$ cat config.mk
export PLATFORM = sky130hd
export DESIGN_NAME = mac_sequencer_flat
export DESIGN_NICKNAME = d
export VERILOG_FILES = /design/src/rtl/mac_sequencer_if.sv /design/src/rtl/mac_sequencer.sv /design/src/flat_wrapper.sv
export SDC_FILE = /design/constraint.sdc
export NUM_CORES = 1
export LEC_CHECK = 0
export CAP_MARGIN = 20
export CORE_MARGIN = 8
export CORE_UTILIZATION = 53
export DETAILED_ROUTE_END_ITERATION = 10
export MAX_ROUTING_LAYER = met4
export PLACE_DENSITY_LB_ADDON = 0.3
export SETUP_SLACK_MARGIN = 0.2
export SLEW_MARGIN = 20
export SYNTH_ARGS = -nofsm -noshare
export SYNTH_HDL_FRONTEND = slang
export SYNTH_SLANG_ARGS = --single-unit
$ cat constraint.sdc
create_clock -name clk -period 2.85 [get_ports clk]
set_input_delay 0.285 -clock clk [delete_from_list [all_inputs] [get_ports clk]]
set_output_delay 0.285 -clock clk [all_outputs]
set_load 0.05 [all_outputs]
$ cat src/rtl/mac_sequencer_if.sv
// Job, operand-stream, result-stream and datapath-control signals of the MAC sequencer.
// master is the sequencer's view; slave is the stream source/sink and datapath side.
interface mac_sequencer_if #(
    parameter int TERMS_W = 4
);
    logic               start;
    logic [TERMS_W-1:0] n_terms;
    logic               abort;
    logic               in_valid;
    logic               in_bit;
    logic               in_ready;
    logic               out_valid;
    logic               out_bit;
    logic               out_ready;
    logic               busy;
    logic               done;
    logic [1:0]         mac_cmd;
    logic               mac_step;
    logic               mac_d_in;
    logic               mac_d_out;

    modport master (
        input  start, n_terms, abort, in_valid, in_bit, out_ready, mac_d_out,
        output in_ready, out_valid, out_bit, busy, done, mac_cmd, mac_step, mac_d_in
    );

    modport slave (
        output start, n_terms, abort, in_valid, in_bit, out_ready, mac_d_out,
        input  in_ready, out_valid, out_bit, busy, done, mac_cmd, mac_step, mac_d_in
    );
endinterface

$ cat src/rtl/mac_sequencer.sv
// Sequences a serial MAC datapath: clear, shift 2*WIDTH operand bits per term, accumulate, drain result.
// First result bit 2 + n_terms*(2*WIDTH+1) cycles after start; stalled streams freeze the datapath via mac_step.
module mac_sequencer #(
    parameter int WIDTH   = 3,
    parameter int TERMS_W = 4
) (
    input  logic            clk,
    input  logic            reset,
    mac_sequencer_if.master bus
);
    localparam int NBITS = 2 * WIDTH;
    localparam int CNT_W = $clog2(NBITS + 1);
    localparam logic [CNT_W-1:0] LAST_BIT = CNT_W'(NBITS - 1);

    localparam logic [1:0] CMD_CLR      = 2'b00;
    localparam logic [1:0] CMD_SHIFT_AB = 2'b01;
    localparam logic [1:0] CMD_ACC      = 2'b10;
    localparam logic [1:0] CMD_SHIFT_C  = 2'b11;

    typedef enum logic [2:0] {
        S_IDLE,
        S_CLR,
        S_LOAD,
        S_ACC,
        S_DRAIN,
        S_ABORT
    } state_t;

    state_t             r_state;
    logic [1:0]         r_cmd;
    logic               r_done;
    logic [CNT_W-1:0]   r_bit_cnt;
    logic [TERMS_W-1:0] r_term_cnt;

    logic w_in_hs;
    logic w_out_hs;
    logic w_step;

    // abort suppresses the handshake so the offered bit is never shifted in
    assign w_in_hs  = (r_state == S_LOAD)  && bus.in_valid  && !bus.abort;
    assign w_out_hs = (r_state == S_DRAIN) && bus.out_ready && !bus.abort;

    always_comb begin
        w_step = 1'b0;
        case (r_state)
            S_CLR, S_ACC, S_ABORT: w_step = 1'b1;
            S_LOAD:                w_step = w_in_hs;
            S_DRAIN:               w_step = w_out_hs;
            default:               w_step = 1'b0;
        endcase
    end

    always_ff @(posedge clk or posedge reset) begin
        if (reset) begin
            r_state    <= S_IDLE;
            r_cmd      <= CMD_CLR;
            r_done     <= 1'b0;
            r_bit_cnt  <= '0;
            r_term_cnt <= '0;
        end else begin
            r_done <= 1'b0;
            if (r_state != S_IDLE && bus.abort) begin
                r_state    <= S_ABORT;
                r_cmd      <= CMD_CLR;
                r_bit_cnt  <= '0;
                r_term_cnt <= '0;
            end else begin
                case (r_state)
                    S_IDLE: begin
                        if (bus.start) begin
                            r_term_cnt <= bus.n_terms;
                            r_bit_cnt  <= '0;
                            r_state    <= S_CLR;
                            r_cmd      <= CMD_CLR;
                        end
                    end
                    S_CLR: begin
                        if (r_term_cnt != '0) begin
                            r_state <= S_LOAD;
                            r_cmd   <= CMD_SHIFT_AB;
                        end else begin
                            r_state <= S_DRAIN;
                            r_cmd   <= CMD_SHIFT_C;
                        end
                    end
                    S_LOAD: begin
                        if (w_in_hs) begin
                            if (r_bit_cnt == LAST_BIT) begin
                                r_bit_cnt <= '0;
                                r_state   <= S_ACC;
                                r_cmd     <= CMD_ACC;
                            end else begin
                                r_bit_cnt <= r_bit_cnt + CNT_W'(1);
                            end
                        end
                    end
                    S_ACC: begin
                        r_term_cnt <= r_term_cnt - TERMS_W'(1);
                        if (r_term_cnt != TERMS_W'(1)) begin
                            r_state <= S_LOAD;
                            r_cmd   <= CMD_SHIFT_AB;
                        end else begin
                            r_state <= S_DRAIN;
                            r_cmd   <= CMD_SHIFT_C;
                        end
                    end
                    S_DRAIN: begin
                        if (w_out_hs) begin
                            if (r_bit_cnt == LAST_BIT) begin
                                r_bit_cnt <= '0;
                                r_state   <= S_IDLE;
                                r_cmd     <= CMD_CLR;
                                r_done    <= 1'b1;
                            end else begin
                                r_bit_cnt <= r_bit_cnt + CNT_W'(1);
                            end
                        end
                    end
                    S_ABORT: begin
                        r_state <= S_IDLE;
                        r_cmd   <= CMD_CLR;
                    end
                    default: begin
                        r_state <= S_IDLE;
                        r_cmd   <= CMD_CLR;
                    end
                endcase
            end
        end
    end

    assign bus.busy      = (r_state != S_IDLE);
    assign bus.in_ready  = (r_state == S_LOAD);
    assign bus.out_valid = (r_state == S_DRAIN);
    assign bus.done      = r_done;
    assign bus.mac_cmd   = r_cmd;
    assign bus.mac_step  = w_step;
    assign bus.mac_d_in  = bus.in_bit;
    assign bus.out_bit   = bus.mac_d_out;
endmodule

$ cat src/flat_wrapper.sv
// flat-port wrapper written by rule: the top's interface ports become plain ports
module mac_sequencer_flat 
#(
    parameter int WIDTH   = 3,
    parameter int TERMS_W = 4
)
  (clk, reset, bus_start, bus_n_terms, bus_abort, bus_in_valid, bus_in_bit, bus_out_ready, bus_mac_d_out, bus_in_ready, bus_out_valid, bus_out_bit, bus_busy, bus_done, bus_mac_cmd, bus_mac_step, bus_mac_d_in);
  mac_sequencer_if #(.TERMS_W(TERMS_W)) bus_i ();
  input  logic clk;
  input  logic reset;
  input wire logic [$bits(bus_i.start)-1:0] bus_start;
  input wire logic [$bits(bus_i.n_terms)-1:0] bus_n_terms;
  input wire logic [$bits(bus_i.abort)-1:0] bus_abort;
  input wire logic [$bits(bus_i.in_valid)-1:0] bus_in_valid;
  input wire logic [$bits(bus_i.in_bit)-1:0] bus_in_bit;
  input wire logic [$bits(bus_i.out_ready)-1:0] bus_out_ready;
  input wire logic [$bits(bus_i.mac_d_out)-1:0] bus_mac_d_out;
  output wire logic [$bits(bus_i.in_ready)-1:0] bus_in_ready;
  output wire logic [$bits(bus_i.out_valid)-1:0] bus_out_valid;
  output wire logic [$bits(bus_i.out_bit)-1:0] bus_out_bit;
  output wire logic [$bits(bus_i.busy)-1:0] bus_busy;
  output wire logic [$bits(bus_i.done)-1:0] bus_done;
  output wire logic [$bits(bus_i.mac_cmd)-1:0] bus_mac_cmd;
  output wire logic [$bits(bus_i.mac_step)-1:0] bus_mac_step;
  output wire logic [$bits(bus_i.mac_d_in)-1:0] bus_mac_d_in;
  assign bus_i.start = bus_start;
  assign bus_i.n_terms = bus_n_terms;
  assign bus_i.abort = bus_abort;
  assign bus_i.in_valid = bus_in_valid;
  assign bus_i.in_bit = bus_in_bit;
  assign bus_i.out_ready = bus_out_ready;
  assign bus_i.mac_d_out = bus_mac_d_out;
  assign bus_in_ready = bus_i.in_ready;
  assign bus_out_valid = bus_i.out_valid;
  assign bus_out_bit = bus_i.out_bit;
  assign bus_busy = bus_i.busy;
  assign bus_done = bus_i.done;
  assign bus_mac_cmd = bus_i.mac_cmd;
  assign bus_mac_step = bus_i.mac_step;
  assign bus_mac_d_in = bus_i.mac_d_in;
  mac_sequencer #(.WIDTH(WIDTH), .TERMS_W(TERMS_W)) u_core (.clk(clk), .reset(reset), .bus(bus_i));
endmodule
==> summary.txt, run 1 <==
WP data required = 2.57 ns
Post-CTS setup buffer count = 0
Total power = 1.17 mW
WL per Instance = 14.3 um
Highest Clock Rate = 404 MHz
Nets = 138
Resize count post-CTS = 0
Crit path largest cell delay = 0.80 ns
Number of global-route vias before repair = 860
Post-synth cell types = 43
Hold Path Class = in2async
Total die area = 3390 um^2
Max-Cap Viols = 0
Clock Latency Late Sink = 0.28 ns
Final WL = 2120 um
Crit-path max FO = 20
Placed cell count = 144
Yosys top cell area share = 34.4%
Clk sinks = 13
Status = finished, final reports clean
Initial antenna violation count = 0
Worst path cell trace = nand3b_1 -> a21oi_1 -> a21o_1 -> clkdlybuf4s50_1
Share of flip-flops with an asynchronous set or reset after synthesis = 100%
Yosys warns = 0
Antenna viol nets, final = 0
Inserted Diodes = 0
Total gr overflow = 0
Placer Congestion = 0.824
Synth-to-Final Area Change = 18.1%
Drt drc = 0
CTS tree = yes
Crit Path Category = reg2out
Startpoint types = flop
Via count of the routed design = 858
Top post-synthesis cells by area = dfrtp_1 (34%), nor3_1 (3.7%), nand2b_1 (3.3%)
GR Util All Layers = 14.4%
DRT iter0 DRCs = 23
CP delay by family, top = buffers and inverters
Leak Pwr = 0.473 nW
Port bufs = 16
FF+latch count, synth = 13
Global-route wire length before repair = 3750 um
Period minus WS final = 2.47 ns
Initial Util = 55.3%
Reg clk slew, reported paths = 0.09 ns
RSZ-0062 raised after global routing = no
FP Rows = 15
# setup viols final = 0
Core area = 1710 um^2
Chip width = 58.2 um
Setup TNS Final = 0 ns
Root buffer cell = clkbuf_4
Max-slew violations = 0
Mean Syn Cell Area = 8.59 um^2
Synth area leader = dfrtp_1
Power per cell area = 1050 nW/um^2
Largest net degree at the start of global routing = 21
Slew HR = 62.4%
Peak supply drop = 557 uV
Htree depth = 1
DP HPWL = 1590 um
First-pass DRT Iterations = 4
Post-DR vias/cell = 5.80
Sequential element share of the synthesized area = 34.4%
Hold Fails Final Rpt = 0
CP Capture Type = output pin
Syn_nets = 124
CP max-delay cell = clkdlybuf4s50_1
Final std cells w/o fill = 148
Crit share post-route = 86.8%
Hold-fix buffers at CTS = 0
Num CTS Buffers = 3
Syn Inst Count = 110
Buf/Inv on CP = 1
CTS Buffer Depth = 2
Clock Skews = 0.00524 ns
Mapped Area = 945 um^2
Die height = 58.2 um
Worst EP arrival = 2.19 ns
Post-synth EDFFs = 0
Main flop type after synthesis = dfrtp_1
Filler cell count = 152
Slew @ Worst Pin = 0.564 ns
Layout cells sized above 1 = 8.94%
Ports = 21
[power breakdown]
| group | leakage [nW] | switching (mW) | internal, mW |
|---|---|---|---|
| clock | 0.0177 | 0.0654 | 0.0521 |
| sequential | 0.171 | 0.122 | 0.247 |
| combinational | 0.285 | 0.403 | 0.284 |
[cell usage in the layout, fill, tap and decap left out, types with 2 or more instances in the layout]
cell type / n
clkdlybuf4s50_1: 16
dfrtp_1: 13
nor2_1: 8
nor3_1: 7
nand2_1: 6
inv_1: 5
nand2b_1: 5
a21oi_1: 5
nand3_1: 4
o21ai_0: 4
nor4_1: 3
nand3b_1: 3
nor3b_1: 3
o31ai_1: 3
clkbuf_4: 3
nor2b_1: 2
a211o_1: 2
a311oi_1: 2
a22o_1: 2
o21ai_1: 2
a21o_1: 2
ha_1: 2
[synth_stat cells, drive strengths merged, types with 2 or more instances]
cell,n
clkbuf,2
nor2b,2
nand2,7
a211o,2
dfrtp,13
o31ai,3
nand2b,5
nor4,3
nor3b,3
nor3,7
nand3,4
buf,6
a21oi,5
a22o,2
o21ai,7
a21o,2
a311oi,2
nor2,8
nand3b,3
inv,5
ha,2
[state kept, by name, summed over array words and instances (netlist names)]
register	flops
u_core.r_term_cnt	4
u_core.r_bit_cnt	3
u_core.r_state	3
u_core.bus.mac_cmd	2
u_core.bus.done	1
[worst reg2reg max path, cell delays in order (launching register included)]
cell and delay, ns:
dfrtp_1 0.71, xor2_1 0.20, a31oi_1 0.34, a21bo_2 0.27, a22o_1 0.22
[per-layer routing]
| metal | track usage [%] | up-vias | routed length (um) |
|---|---|---|---|
| li1 | - | 431 | - |
| met1 | 16.4 | 410 | 958 |
| met2 | 22.5 | 13 | 1070 |
| met3 | 3.75 | 4 | 61 |
| met4 | 8.39 | 0 | 31 |
| met5 | - | - | 0 |
[stage by stage]
step	util, %	hold slack, ns	setup slack [ns]	cell area, um^2
finish	65.3	0.321	0.376	1120
global route	65.3	0.369	0.216	1120
CTS	65.3	0.341	0.372	1120
detailed placement	63.7	0.494	0.602	1090
global placement	63.7	0.486	0.631	1090
floorplan	-	0.162	0.659	945
[final timing paths]
check	start	end	slack [ns]	depth (start not counted)
max in group asynchronous	reset	u_core.bus.done	2.19	2
setup / recovery	u_core.r_state[1]	bus_mac_step	0.38	4
setup reg to reg	u_core.r_state[1]	u_core.bus.mac_cmd[0]	1.01	4
hold / removal	reset	u_core.r_term_cnt[0]	0.32	2
hold reg to reg	u_core.bus.mac_cmd[0]	u_core.bus.mac_cmd[0]	0.51	1
min in group clk	u_core.bus.mac_cmd[0]	u_core.bus.mac_cmd[0]	0.51	1
[area by class of cell]
class                           count  area, um^2  share of cell area, %
Sequential cell                    13         325                   29.1
Multi-Input combinational cell     84         546                   48.9
Inverter                            5        18.8                   1.68
Tap cell                           25        31.3                   2.80
Clock buffer                        3        22.5                   2.02
Clock inverter                      1        5.00                  0.448
Timing Repair Buffer               17         168                   15.0
[cells by family after synthesis]
group,count (synthesis),synth area share (%)
and+or+nand+nor,47,28.3
AOI/OAI and AO/OA,33,24.6
buffers and inverters,13,7.81
DFF,13,34.4
adders and majority gates,2,2.65
xor gates and xnor gates,1,0.927
muxes,1,1.19
Note: power is estimated with default switching activity, not from simulation.
==> run 2, diff against run 1 <==
Settings changed: ABC_AREA set to 1, CORE_UTILIZATION 53 to 52.
==> summary.txt, run 2 <==
Synth-to-Final Area Change = 21.3% (was 18.1%)
Slew @ Worst Pin = 0.518 ns (was 0.564 ns)
Total die area = 3360 um^2 (was 3390 um^2)
Post-synth cell types = 22 (was 43)
Die height = 57.9 um (was 58.2 um)
Compound-Gate Fraction of Synth Area = 9.71% (was 24.6%)
Final WL = 1980 um (was 2120 um)
Synth area leader = dfrtp_1 (unchanged)
Syn_nets = 144 (was 124)
Drt drc = 0 (unchanged)
Root buffer cell = clkbuf_4 (unchanged)
DP HPWL = 1580 um (was 1590 um)
Via count of the routed design = 855 (was 858)
Peak supply drop = 580 uV (was 557 uV)
Top cells by count, synth = nand2_1 (41), inv_1 (17), nor2_1 (14) (was dfrtp_1 (13), nor2_1 (8), nor3_1 (7))
Total gr overflow = 0 (unchanged)
CTS tree = yes (unchanged)
Reg clk slew, reported paths = 0.08 ns (was 0.09 ns)
Main combinational cell family by area after synthesis = simple AND/OR/NAND/NOR gates (unchanged)
Period minus WS final = 2.27 ns (was 2.47 ns)
Num CTS Buffers = 3 (unchanged)
Initial Util = 54.1% (was 55.3%)
Main flop type after synthesis = dfrtp_1 (unchanged)
Number of global-route vias before repair = 756 (was 860)
Worst EP arrival = 1.99 ns (was 2.19 ns)
Sequential element share of the synthesized area = 35.6% (was 34.4%)
Mux contribution to synthesized area = 0% (was 1.19%)
Worst path cell trace = nor2_1 -> nand2_2 -> inv_1 -> clkdlybuf4s50_1 (was nand3b_1 -> a21oi_1 -> a21o_1 -> clkdlybuf4s50_1)
Placer Congestion = 0.859 (was 0.824)
Syn Inst Count = 130 (was 110)
Power per cell area = 1100 nW/um^2 (was 1050 nW/um^2)
Post-route setup slack = 0.578 ns (was 0.376 ns)
Status = finished, final reports clean (unchanged)
Placed cell count = 161 (was 144)
Nets = 163 (was 138)
Mean Syn Cell Area = 7.04 um^2 (was 8.59 um^2)
Max-Cap Viols = 0 (unchanged)
Yosys warns = 0 (unchanged)
FP Rows = 15 (unchanged)
Slew HR = 65.4% (was 62.4%)
CP Capture Type = output pin (unchanged)
Clock Latency Late Sink = 0.28 ns (about the same)
Highest Clock Rate = 440 MHz (was 404 MHz)
Htree depth = 1 (unchanged)
# setup viols final = 0 (unchanged)
GR Util All Layers = 13.2% (was 14.4%)
Post-Synth Adder-Cell Area = 2.74% (was 2.65%)
Inserted Diodes = 0 (unchanged)
CP max-delay cell = clkdlybuf4s50_1 (unchanged)
Yosys top cell area share = 35.6% (was 34.4%)
Max-slew violations = 0 (unchanged)
Crit Path Category = reg2out (unchanged)
Commonest non-fill, non-tap cell in the layout = nand2_1 (was clkdlybuf4s50_1)
DRT iter0 DRCs = 24 (was 23)
Hold Path Class = in2async (unchanged)
Largest net degree at the start of global routing = 14 (was 21)
Setup TNS Final = 0 ns (unchanged)
Core area = 1690 um^2 (was 1710 um^2)
Simple logic cell fraction of the synthesized area = 40.9% (was 28.3%)
First-pass DRT Iterations = 4 (unchanged)
FF+latch count, synth = 13 (unchanged)
Crit path largest cell delay = 0.79 ns (was 0.80 ns)
Layout cells sized above 1 = 13.5% (was 8.94%)
Most numerous cell in the Yosys netlist = nand2_1 (was dfrtp_1)
Ports = 21 (unchanged)
Largest registers = u_core.r_term_cnt x4, u_core.r_bit_cnt x3, u_core.r_state x3 (unchanged)
Commonest non-fill, non-tap cells in the layout = nand2_1 (41), inv_1 (17), clkdlybuf4s50_1 (15) (was clkdlybuf4s50_1 (16), dfrtp_1 (13), nor2_1 (8))
Port bufs = 16 (unchanged)
Post-DR vias/cell = 5.18 (was 5.80)
Global-route wire length before repair = 3310 um (was 3750 um)
Most flop-heavy register = u_core.r_term_cnt (unchanged)
Crit share post-route = 79.7% (was 86.8%)
Leak Pwr = 0.604 nW (was 0.473 nW)
Final std cells w/o fill = 165 (was 148)
Initial antenna violation count = 0 (unchanged)
Mapped Area = 915 um^2 (was 945 um^2)
Crit-path max FO = 7 (was 20)
Hold Fails Final Rpt = 0 (unchanged)
Post-synth EDFFs = 0 (unchanged)
RSZ-0062 raised after global routing = no (unchanged)
Antenna viol nets, final = 0 (unchanged)
Setup WS pre-CTS = 0.472 ns (was 0.602 ns)
Chip width = 57.9 um (was 58.2 um)
CTS Buffer Depth = 2 (unchanged)
Startpoint types = flop (unchanged)
Synth Area in XOR/XNOR = 0.958% (was 0.927%)
Max reg flops = 4 (unchanged)
Clk sinks = 13 (unchanged)
Top post-synthesis cells by area = dfrtp_1 (36%), nand2_1 (17%), inv_1 (7.0%) (was dfrtp_1 (34%), nor3_1 (3.7%), nand2b_1 (3.3%))
Clock Skews = 0.00562 ns (was 0.00524 ns)
Share of flip-flops with an asynchronous set or reset after synthesis = 100% (unchanged)
WL per Instance = 12.0 um (was 14.3 um)
WP data required = 2.57 ns (about the same)
run 2: cell types whose count changed after synthesis, sizes merged, moves of 6 or more:
cell | previous run | this run
nor2 | 8 | 17
nor3 | 7 | 0
o21ai | 7 | 14
nand2 | 7 | 46
inv | 5 | 20
nand3 | 4 | 10
run 2: cell families (layout without fill, tap and decap cells):
kind of cell	after synthesis	after routing
XOR/XNOR	1	1
flip-flops	13	13
adder cells (fa/ha/maj)	2	2
buffers and inverters	22	40
AND/OR/NAND/NOR	76	76
AO/OA/AOI/OAI	16	16
run 2: cell type report:
| cell class | count | area [um^2] |
|---|---|---|
| Clock buffer | 4 | 26.3 |
| Inverter | 20 | 77.6 |
| Timing Repair Buffer | 16 | 163 |
| Fill cell | 155 | 579 |
| Multi-Input combinational cell | 95 | 497 |
| Tap cell | 17 | 21.3 |
| Sequential cell | 13 | 325 |
run 2: where the power goes:
| group | internal (mW) | switching [mW] |
|---|---|---|
| Sequential | 0.255 | 0.0930 |
| Combinational | 0.259 | 0.496 |
| Clock | 0.0543 | 0.0622 |
run 2: per-layer routing:
| metal | vias up | share of wire [%] | global-route usage [%] |
|---|---|---|---|
| met5 | - | 0 | - |
| met4 | 0 | 1.4 | 6.99 |
| met3 | 4 | 4.1 | 3.75 |
| met2 | 19 | 48 | 19.9 |
| met1 | 384 | 46 | 15.5 |
| li1 | 448 | - | - |
run 2: final timing paths:
check,start,end,slack (ns),cells after the start
min reg2reg,u_core.r_term_cnt[1],u_core.r_term_cnt[1],0.48,2
max reg2reg,u_core.r_state[2],u_core.r_state[2],1.46,7
min in group clk,u_core.r_term_cnt[1],u_core.r_term_cnt[1],0.48,2
max in group asynchronous,reset,u_core.bus.mac_cmd[1],2.17,2
min,reset,u_core.r_term_cnt[0],0.33,2
max,u_core.r_state[2],bus_in_ready,0.58,4
run 2: stage by stage:
step           power [mW]  util [%]  hold WS [ns]  cell area, um^2
5_1_grt              1.34      65.7         0.376             1110
6_report             1.22      65.7         0.327             1110
3_5_place_dp         1.11      64.0         0.459             1080
2_1_floorplan       0.921         -         0.162              915
4_1_cts              1.23      65.6         0.343             1110
3_3_place_gp         1.10      64.0         0.457             1080
run 2: what timing repair did:
action / CTS / global route
endpoints found under the setup margin: 0 / 1
setup buffers: 0 / 0
gates resized for setup: 0 / 1
hold buffers: 0 / 0
run 2: worst max-delay path: cells and delay by family, from the launching register on:
family                 cells  cell delay (ns)
AND/OR/NAND/NOR            2             0.36
buffers and inverters      2             0.86
flip-flops                 1             0.48
